[config.mk]
export PLATFORM = sky130hd
export DESIGN_NAME = uart_tx_arbiter
export DESIGN_NICKNAME = d
export VERILOG_FILES = /design/src/rtl/uart_arb_pkg.sv /design/src/rtl/rr_pick.sv /design/src/rtl/uart_tx_arbiter.sv
export SDC_FILE = /design/constraint.sdc
export NUM_CORES = 1
export LEC_CHECK = 0
export ABC_CLOCK_PERIOD_IN_PS = 5200
export CAP_MARGIN = 30
export CORE_ASPECT_RATIO = 2
export CORE_MARGIN = 2
export CORE_UTILIZATION = 49
export CTS_BUF_LIST = sky130_fd_sc_hd__clkbuf_2 sky130_fd_sc_hd__clkbuf_4 sky130_fd_sc_hd__clkbuf_8
export DETAILED_ROUTE_END_ITERATION = 16
export GPL_TIMING_DRIVEN = 0
export PLACE_DENSITY = 0.88
export SLEW_MARGIN = 5
export SYNTH_ARGS = -nofsm -noshare
export SYNTH_HDL_FRONTEND = slang
export SYNTH_SLANG_ARGS = --single-unit
[constraint.sdc]
create_clock -name clk -period 5.2 [get_ports clk]
set_input_delay 0.78 -clock clk [delete_from_list [all_inputs] [get_ports clk]]
set_output_delay 0.78 -clock clk [all_outputs]
set_load 0.02 [all_outputs]
[src/rtl/uart_arb_pkg.sv]
// Shared types and constants for the UART transmit arbiter.
package uart_arb_pkg;

  // Width of one stream byte.
  localparam int unsigned ByteW = 8;

  // Arbiter control states.
  typedef enum logic [0:0] {
    StIdle  = 1'b0,
    StGrant = 1'b1
  } arb_state_e;

endpackage

[src/rtl/rr_pick.sv]
// Combinational round-robin selector: first set bit of valid strictly above
// last_grant, wrapping modulo NREQ, so last_grant itself is considered last.
module rr_pick #(
  parameter int unsigned NREQ = 4
) (
  input  logic [NREQ-1:0]         valid,
  input  logic [$clog2(NREQ)-1:0] last_grant,
  output logic                    found,
  output logic [$clog2(NREQ)-1:0] index
);

  localparam int unsigned IdW = $clog2(NREQ);

  logic [IdW-1:0] cand;

  // Scan NREQ positions starting just above last_grant; first hit wins.
  always_comb begin
    found = 1'b0;
    index = '0;
    cand  = '0;
    for (int unsigned off = 1; off <= NREQ; off++) begin
      cand = IdW'((32'(last_grant) + off) % NREQ);
      if (!found && valid[cand]) begin
        found = 1'b1;
        index = cand;
      end
    end
  end

endmodule

[src/rtl/uart_tx_arbiter.sv]
// Round-robin arbiter that merges NREQ byte streams onto one UART transmit
// stream. A grant is held for a whole message (until tlast) unless the byte
// budget or the stall budget runs out first, in which case forced_rel pulses.
module uart_tx_arbiter
  import uart_arb_pkg::*;
#(
  parameter int unsigned NREQ        = 4,
  parameter int unsigned MAX_BYTES   = 64,
  parameter int unsigned STALL_LIMIT = 255
) (
  input  logic                    clk,
  input  logic                    rst,
  input  logic [NREQ*ByteW-1:0]   req_tdata,
  input  logic [NREQ-1:0]         req_tvalid,
  input  logic [NREQ-1:0]         req_tlast,
  output logic [NREQ-1:0]         req_tready,
  output logic [ByteW-1:0]        m_tdata,
  output logic                    m_tvalid,
  input  logic                    m_tready,
  output logic [$clog2(NREQ)-1:0] grant_id,
  output logic                    busy,
  output logic                    forced_rel
);

  localparam int unsigned IdW    = $clog2(NREQ);
  localparam int unsigned CntW   = $clog2(MAX_BYTES + 1);
  localparam int unsigned StallW = $clog2(STALL_LIMIT + 1);

  arb_state_e        state_q, state_d;
  logic [IdW-1:0]    grant_id_q;
  logic [IdW-1:0]    last_grant_q;
  logic [CntW-1:0]   byte_cnt_q;
  logic [StallW-1:0] stall_cnt_q;
  logic              forced_rel_q;

  logic              pick_found;
  logic [IdW-1:0]    pick_idx;
  logic              in_grant;
  logic              gnt_valid;
  logic              gnt_last;
  logic [ByteW-1:0]  gnt_data;
  logic              xfer;
  logic              rel_last;
  logic              rel_forced;

  rr_pick #(
    .NREQ (NREQ)
  ) u_rr_pick (
    .valid      (req_tvalid),
    .last_grant (last_grant_q),
    .found      (pick_found),
    .index      (pick_idx)
  );

  assign in_grant  = (state_q == StGrant);
  assign gnt_valid = req_tvalid[grant_id_q];
  assign gnt_last  = req_tlast[grant_id_q];
  assign gnt_data  = req_tdata[grant_id_q*ByteW +: ByteW];
  assign xfer      = in_grant & gnt_valid & m_tready;

  // State register.
  always_ff @(posedge clk or posedge rst) begin
    if (rst) begin
      state_q <= StIdle;
    end else begin
      state_q <= state_d;
    end
  end

  // Next state and release decode; tlast outranks both budget limits.
  always_comb begin
    state_d    = state_q;
    rel_last   = 1'b0;
    rel_forced = 1'b0;
    case (state_q)
      StIdle: begin
        if (pick_found) begin
          state_d = StGrant;
        end
      end
      StGrant: begin
        if (xfer && gnt_last) begin
          rel_last = 1'b1;
        end else if (xfer && (byte_cnt_q == CntW'(MAX_BYTES - 1))) begin
          rel_forced = 1'b1;
        end else if (!gnt_valid && (stall_cnt_q == StallW'(STALL_LIMIT - 1))) begin
          rel_forced = 1'b1;
        end
        if (rel_last || rel_forced) begin
          state_d = StIdle;
        end
      end
      default: state_d = StIdle;
    endcase
  end

  // Grant bookkeeping: winner capture, round-robin pointer, byte/stall budgets.
  always_ff @(posedge clk or posedge rst) begin
    if (rst) begin
      grant_id_q   <= '0;
      last_grant_q <= IdW'(NREQ - 1);
      byte_cnt_q   <= '0;
      stall_cnt_q  <= '0;
      forced_rel_q <= 1'b0;
    end else begin
      forced_rel_q <= rel_forced;
      if (!in_grant) begin
        byte_cnt_q  <= '0;
        stall_cnt_q <= '0;
        if (pick_found) begin
          grant_id_q <= pick_idx;
        end
      end else if (rel_last || rel_forced) begin
        last_grant_q <= grant_id_q;
        byte_cnt_q   <= '0;
        stall_cnt_q  <= '0;
      end else begin
        if (xfer) begin
          byte_cnt_q <= byte_cnt_q + 1'b1;
        end
        if (gnt_valid) begin
          stall_cnt_q <= '0;
        end else begin
          stall_cnt_q <= stall_cnt_q + 1'b1;
        end
      end
    end
  end

  // Outputs: granted lane is passed straight through; nothing moves in idle.
  always_comb begin
    busy       = in_grant;
    m_tvalid   = in_grant & gnt_valid;
    m_tdata    = in_grant ? gnt_data : '0;
    req_tready = '0;
    if (in_grant) begin
      req_tready[grant_id_q] = m_tready;
    end
  end

  assign grant_id   = grant_id_q;
  assign forced_rel = forced_rel_q;

endmodule

==> summary.txt, run 1 <==
GRT
  • Largest net degree at the start of global routing: 22
  • Total grt overflow: 0
  • Grt met3 use: roughly 5.2%
  • Initial antenna violation count: 0
  • Vias in the first global route: 1550
  • Global route hottest layer: met2
  • First-pass GRT wire length: 7290 um
  • M2 GR Usage: 49.1%
  • GRT Util Overall: 25.8%
  • GR Util met1: about a quarter

STA
  • Minimum clock period: 3420 ps
  • Final hold slack: 565 ps
  • Final Slew Violations: 0
  • Final worst-path cycle share: 65.7%
  • Endpoints failing setup: 0
  • Max frequency: approximately 0.3 GHz
  • Final worst slack: roughly 1800 ps
  • Fin Clk Skew: 2.88 ps
  • Setup_tns: 0 ps
  • RSZ-0062 raised after global routing: false
  • Actual slew at the worst max-slew pin: 788 ps
  • Final Hold Fails: 0
  • Slew headroom: 47.4%

Critical path
  • Crit-path most repeated cell: clkdlybuf4s50_1
  • Critical Path RT: 4420 ps
  • Startpoint type of the worst setup path: primary input
  • CP max stage delay: 590 ps
  • Worst Path Max Fanout: 6
  • Critical-path cell list: clkdlybuf4s50_1 > mux4_2 > and2_1 > clkdlybuf4s50_1
  • Worst endpoint data arrival time: around 2600 ps
  • Worst setup path class: primary input to output pin
  • Crit path max-delay cell type: mux4_2
  • Crit. End Element: output pin

Detailed routing
  • First drt pass iteration count: 4
  • Routed Antenna Nets: 0
  • Via count: roughly 1600
  • Detailed Route WL: 4640 um
  • Remaining DRCs: 0
  • Vias per cell: 6.21
  • Routed len/inst: approximately 18 um
  • Iteration-0 DRC count of the detailed router: 58

Yosys
  • Main flop type after synthesis: dfrtp_1
  • YS warnings: 0
  • Post-Syn Nets: 204
  • FF+latch count, synth: 21
  • Post-Syn Area per Cell: between 9 and 10 um2
  • Netlist Area Pre-Place: 1550 um2
  • Seq/Total Area, Yosys: 34.1%
  • Post-synth ARST share: 100%
  • Most frequent cell after synthesis: dfrtp_1
  • Synth top area cells: dfrtp_1, mux4_2, and2_1
  • Yosys top cell by area: dfrtp_1
  • Synth unique cells: 41
  • Share of the synthesized area in the top cell type: 30.7%
  • EDFF count, synth: 0
  • Mapped Cells: ~160
  • Post-synth top cells: dfrtp_1, nor2_1, and2_1, nand2_1, o21ai_0

Cells and area
  • Fin nets: 268
  • Layout Area Growth over Synthesis: 43.6%
  • Share of layout cells above drive strength 1: 9.95%
  • Number of diodes: 0

Power and ir drop
  • Power Dens Cells: around 430 nW/um2
  • P_leak: 0.000877 uW
  • Peak supply drop: 0.258 mV

Clock network
  • TritonCTS Buffers: 3
  • Clock slew at reported path FFs: 80 ps
  • Post-CTS sizing: 0
  • H-tree depth: 1
  • Clk_lat worst skew: between 200 and 300 ps
  • Sink Count: 21
  • Max clock buf depth: 2
  • Hold bufs inserted after CTS: 0
  • CTS tree: yes
  • Root Driver: clkbuf_8
  • Post-CTS Setup Inserts: 0

Worst hold path
  • Type of the most critical hold path: register to register

Floorplanning
  • Rows: 28
  • I/O pin total: 60
  • Die boundary width: 43.7 um
  • Die Ht: 83.5 um
  • DIE AREA: 3650 um2
  • Starting Density: 51.9%
  • Core Footprint: approximately 3000 um2

Run status
  • Status: finished clean

Placement
  • Detail Placement HPWL: 3730 um
  • Global placement routability congestion: ~0.83
  • Port-buffer cells: 59
  • Pre-CTS WS: between 1500 and 2000 ps

Run
  • Max_cap viols: 0
-- sequential cells by signal, indices dropped and copies added, names as in the netlist --
| register | flops |
|---|---|
| grant_id | 2 |
| byte_cnt_q | 7 |
| busy | 1 |
| stall_cnt_q | 8 |
| last_grant_q | 2 |
| forced_rel | 1 |
-- routing by layer --
layer / share of wire, % / vias to the layer above
met4: 1.7 / 0
met2: 56 / 92
met5: 0 / -
met1: 33 / 744
met3: 8.7 / 7
li1: - / 715
-- where the power goes --
group	internal (uW)	total, uW	switching (uW)
registers	205	242	37.3
clock network	53.5	108	54.0
logic	295	611	316
total	553	961	407
-- worst max-delay path, delay by kind of cell --
kind	cells	cell delay (ps)
AND/OR/NAND/NOR	1	200
buffers and inverters	2	1070
multiplexers	1	590
-- layout make-up --
| class | instances | area [um2] |
|---|---|---|
| Timing Repair Buffer | 59 | 591 |
| Tap cell | 30 | 37.5 |
| Clock inverter | 1 | 5.00 |
| Multi-Input combinational cell | 117 | 927 |
| Sequential cell | 21 | 528 |
| Buffer | 11 | 57.6 |
| Inverter | 9 | 33.8 |
| Fill cell | 201 | 757 |
| Clock buffer | 3 | 41.3 |
-- through the flow --
| stage | power [uW] | utilization [%] | cells | instance area (um2) |
|---|---|---|---|---|
| global placement | 826 | 73.0 | 247 | 2170 |
| global route | 1020 | 74.6 | 251 | 2220 |
| detailed placement | 856 | 73.0 | 247 | 2170 |
| CTS | 964 | 74.6 | 251 | 2220 |
| floorplan | 621 | - | 158 | 1550 |
| finish | 961 | 74.6 | 251 | 2220 |
-- cells by family (layout without fill, tap and decap cells) --
| family | after synthesis | in the layout | share of synthesized area [%] |
|---|---|---|---|
| multiplexers | 16 | 16 | 19.2 |
| buffers and inverters | 20 | 83 | 5.91 |
| flip-flops | 21 | 21 | 34.1 |
| AO/OA/AOI/OAI | 32 | 32 | 14.2 |
| XOR/XNOR | 6 | 6 | 3.40 |
| AND/OR/NAND/NOR | 60 | 60 | 20.8 |
| adder cells (fa/ha/maj) | 3 | 3 | 2.43 |
-- path summary, 6_finish.rpt --
kind / from / endpoint / slack (ps) / cells past startpoint
hold / removal: stall_cnt_q[0] / stall_cnt_q[0] / 570 / 1
hold reg to reg: stall_cnt_q[0] / stall_cnt_q[0] / 570 / 1
max in group asynchronous: rst / stall_cnt_q[6] / 3750 / 2
setup / recovery: req_tvalid[3] / m_tvalid / 1780 / 4
min in group asynchronous: rst / busy / 960 / 2
setup reg to reg: grant_id[1] / last_grant_q[0] / 2750 / 6
-- cells in the final DEF, fill, tap and decap left out, types with 4 or more instances in the layout --
| master | n |
|---|---|
| o21ai_0 | 10 |
| clkbuf_1 | 7 |
| dfrtp_1 | 19 |
| a31oi_1 | 4 |
| nor2_1 | 11 |
| and2_1 | 10 |
| inv_1 | 9 |
| xor2_1 | 5 |
| nand4_1 | 8 |
| mux4_2 | 8 |
| nand3_1 | 8 |
| clkdlybuf4s50_1 | 59 |
| nand2_1 | 10 |
| a21oi_1 | 5 |
(Power assumes the default switching activity.)
==> run 2: changes to the inputs <==
--- a/config.mk
+++ b/config.mk
@@ -5,15 +5,15 @@
 export SDC_FILE = /design/constraint.sdc
 export NUM_CORES = 1
 export LEC_CHECK = 0
-export ABC_CLOCK_PERIOD_IN_PS = 5200
+export ABC_CLOCK_PERIOD_IN_PS = 3500
 export CAP_MARGIN = 30
 export CORE_ASPECT_RATIO = 2
 export CORE_MARGIN = 2
-export CORE_UTILIZATION = 49
+export CORE_UTILIZATION = 45
 export CTS_BUF_LIST = sky130_fd_sc_hd__clkbuf_2 sky130_fd_sc_hd__clkbuf_4 sky130_fd_sc_hd__clkbuf_8
 export DETAILED_ROUTE_END_ITERATION = 16
 export GPL_TIMING_DRIVEN = 0
-export PLACE_DENSITY = 0.88
+export PLACE_DENSITY = 0.82
 export SLEW_MARGIN = 5
 export SYNTH_ARGS = -nofsm -noshare
 export SYNTH_HDL_FRONTEND = slang
==> constraint.sdc (replaced) <==
create_clock -name clk -period 3.5 [get_ports clk]
set_input_delay 0.525 -clock clk [delete_from_list [all_inputs] [get_ports clk]]
set_output_delay 0.525 -clock clk [all_outputs]
set_load 0.02 [all_outputs]
==> run 2 against run 1 <==
Net effect:
- count of clock-buffer cells in the layout stayed put
- global-route usage is 2.6 points lower
- register-to-register slack worse by 1700 ps
==> summary.txt, run 2 (synthesis gave the netlist of run 1 again) <==
Placement
  • Port-buffer cells: ~60
  • Detail Placement HPWL: ~3400 um
  • Global placement routability congestion: roughly 0.89

Floorplanning
  • Die boundary width: 45.5 um
  • DIE AREA: 3950 um2
  • Die Ht: 86.9 um
  • Core Footprint: 3340 um2
  • Rows: 30
  • Starting Density: around 46%
  • I/O pin total: 60

Worst hold path
  • Hold path cells: 1
  • Type of the most critical hold path: register to register
  • Hold worst-path end: byte_cnt_q[0]
  • HP Start: byte_cnt_q[0]

STA
  • Setup_tns: 0 ps
  • Final Hold Fails: 0
  • Minimum clock period: 3060 ps
  • RSZ-0062 raised after global routing: false
  • Actual slew at the worst max-slew pin: 796 ps
  • Final worst-path cycle share: 87.3%
  • Fin Clk Skew: about 3.7 ps
  • Endpoints failing setup: 0
  • Slew headroom: a little under half
  • Max frequency: ~0.33 GHz
  • Final Slew Violations: 0

Run
  • Max_cap viols: 0

Clock network
  • Max clock buf depth: 2
  • Sink Count: 21
  • Post-CTS sizing: 0
  • TritonCTS Buffers: 3
  • Clock slew at reported path FFs: 80 ps
  • Root Driver: clkbuf_8
  • H-tree depth: 1
  • CTS tree: yes
  • Post-CTS Setup Inserts: 0
  • Clk_lat worst skew: about 260 ps
  • Hold bufs inserted after CTS: 0

GRT
  • Largest net degree at the start of global routing: 22
  • Total grt overflow: 0
  • Initial antenna violation count: 0
  • First-pass GRT wire length: 6780 um
  • Vias in the first global route: 1542
  • GRT Util Overall: 23.2%

Power and ir drop
  • Internal Pwr Total: between 800 and 900 uW
  • Share of total power in the clock network: 11.3%
  • Peak supply drop: approximately 0.43 mV
  • PnR Total Power: around 1400 uW
  • Power share of the combinational group: a little over three fifths
  • Power Dens Cells: 636 nW/um2
  • Switching share of power: 41.9%
  • P_leak: 0.000877 uW
  • P_sw: 592 uW
  • Reg power frac: between 20% and 30%

Run status
  • Status: finished clean

Critical path
  • R2R cell count: 6
  • Critical Path RT: slightly below 3000 ps
  • R2R Path Start: grant_id[1]
  • Critical-path cell list: clkbuf_1 > clkbuf_1 > mux4_2 > and2_1 > clkdlybuf4s50_1
  • Crit-path most repeated cell: clkbuf_1
  • Worst setup path class: register to output pin
  • R2R Path End: last_grant_q[1]
  • Crit path max-delay cell type: clkdlybuf4s50_1
  • Startpoint type of the worst setup path: register
  • Reg2reg setup slack: 1010 ps
  • Crit. End Element: output pin
  • Worst Path Max Fanout: 10
  • Critical path startpoint: grant_id[1]
  • CP max stage delay: between 500 and 600 ps
  • Worst endpoint data arrival time: around 2500 ps

Cells and area
  • Max reg flops: 8
  • Commonest non-fill, non-tap cells in the layout: clkdlybuf4s50_1, dfrtp_1, nor2_1
  • Number of diodes: 0
  • Fin nets: between 200 and 300
  • Layout Area Growth over Synthesis: 43.8%
  • Commonest non-fill, non-tap cell in the layout: clkdlybuf4s50_1
  • Biggest regs: stall_cnt_q: 8 flops, byte_cnt_q: 7 flops
  • Fillers: approximately 290
  • Top reg by flops: stall_cnt_q
  • Share of layout cells above drive strength 1: 9.95%

Detailed routing
  • Routed Antenna Nets: 0
  • Iteration-0 DRC count of the detailed router: 29
  • Detailed Route WL: 4320 um
  • Remaining DRCs: 0
  • Vias per cell: 6.03
  • Via count: 1525
  • First drt pass iteration count: 4
  • Routed len/inst: approximately 17 um
-- run 2: stage by stage --
step                setup slack, ps  hold WS, ps  utilization [%]  cell area (um2)  cells
floorplan                      1200          493                -             1550    158
global placement                652          534             65.2             2180    249
detailed placement              614          542             65.2             2180    249
CTS                             419          560             66.6             2220    253
global route                    316          576             66.6             2220    253
finish                          443          564             66.6             2220    253
-- run 2: critical path, delay by kind of cell (launching register included) --
| kind | cells | cell delay (ps) |
|---|---|---|
| and+or+nand+nor | 1 | 170 |
| muxes | 1 | 390 |
| DFF | 1 | 340 |
| buffers and inverters | 3 | 1370 |
-- run 2: worst max path at each step --
stage | cells after the start | to | slack (ps)
6_report | 5 | m_tdata[5] | 440
5_1_grt | 5 | m_tdata[5] | 320
4_1_cts | 5 | m_tdata[5] | 420
3_5_place_dp | 6 | last_grant_q[1] | 610
3_3_place_gp | 6 | last_grant_q[1] | 650
2_1_floorplan | 6 | last_grant_q[0] | 1200
-- run 2: layer usage --
metal,share of wire [%],global-route usage [%]
met5,0,0
met4,1.6,9.63
met3,9.5,4.77
met2,56,45.7
met1,33,20.4
-- run 2: power by group through the flow --
stage / clock [uW] / sequential (uW) / combinational (uW)
3_3_place_gp: 0 / 360 / 881
3_5_place_dp: 0 / 364 / 896
4_1_cts: 165 / 359 / 900
6_report: 160 / 359 / 894
5_1_grt: 173 / 369 / 966
2_1_floorplan: 0 / 369 / 553
-- run 2: layout make-up --
| cell class | instances | area (um2) | share of cell area, % |
|---|---|---|---|
| Inverter | 9 | 33.8 | 1.52 |
| Multi-Input combinational cell | 117 | 927 | 41.7 |
| Tap cell | 32 | 40.0 | 1.80 |
| Clock inverter | 1 | 5.00 | 0.225 |
| Timing Repair Buffer | 59 | 591 | 26.6 |
| Sequential cell | 21 | 528 | 23.7 |
| Buffer | 11 | 57.6 | 2.59 |
| Clock buffer | 3 | 41.3 | 1.86 |
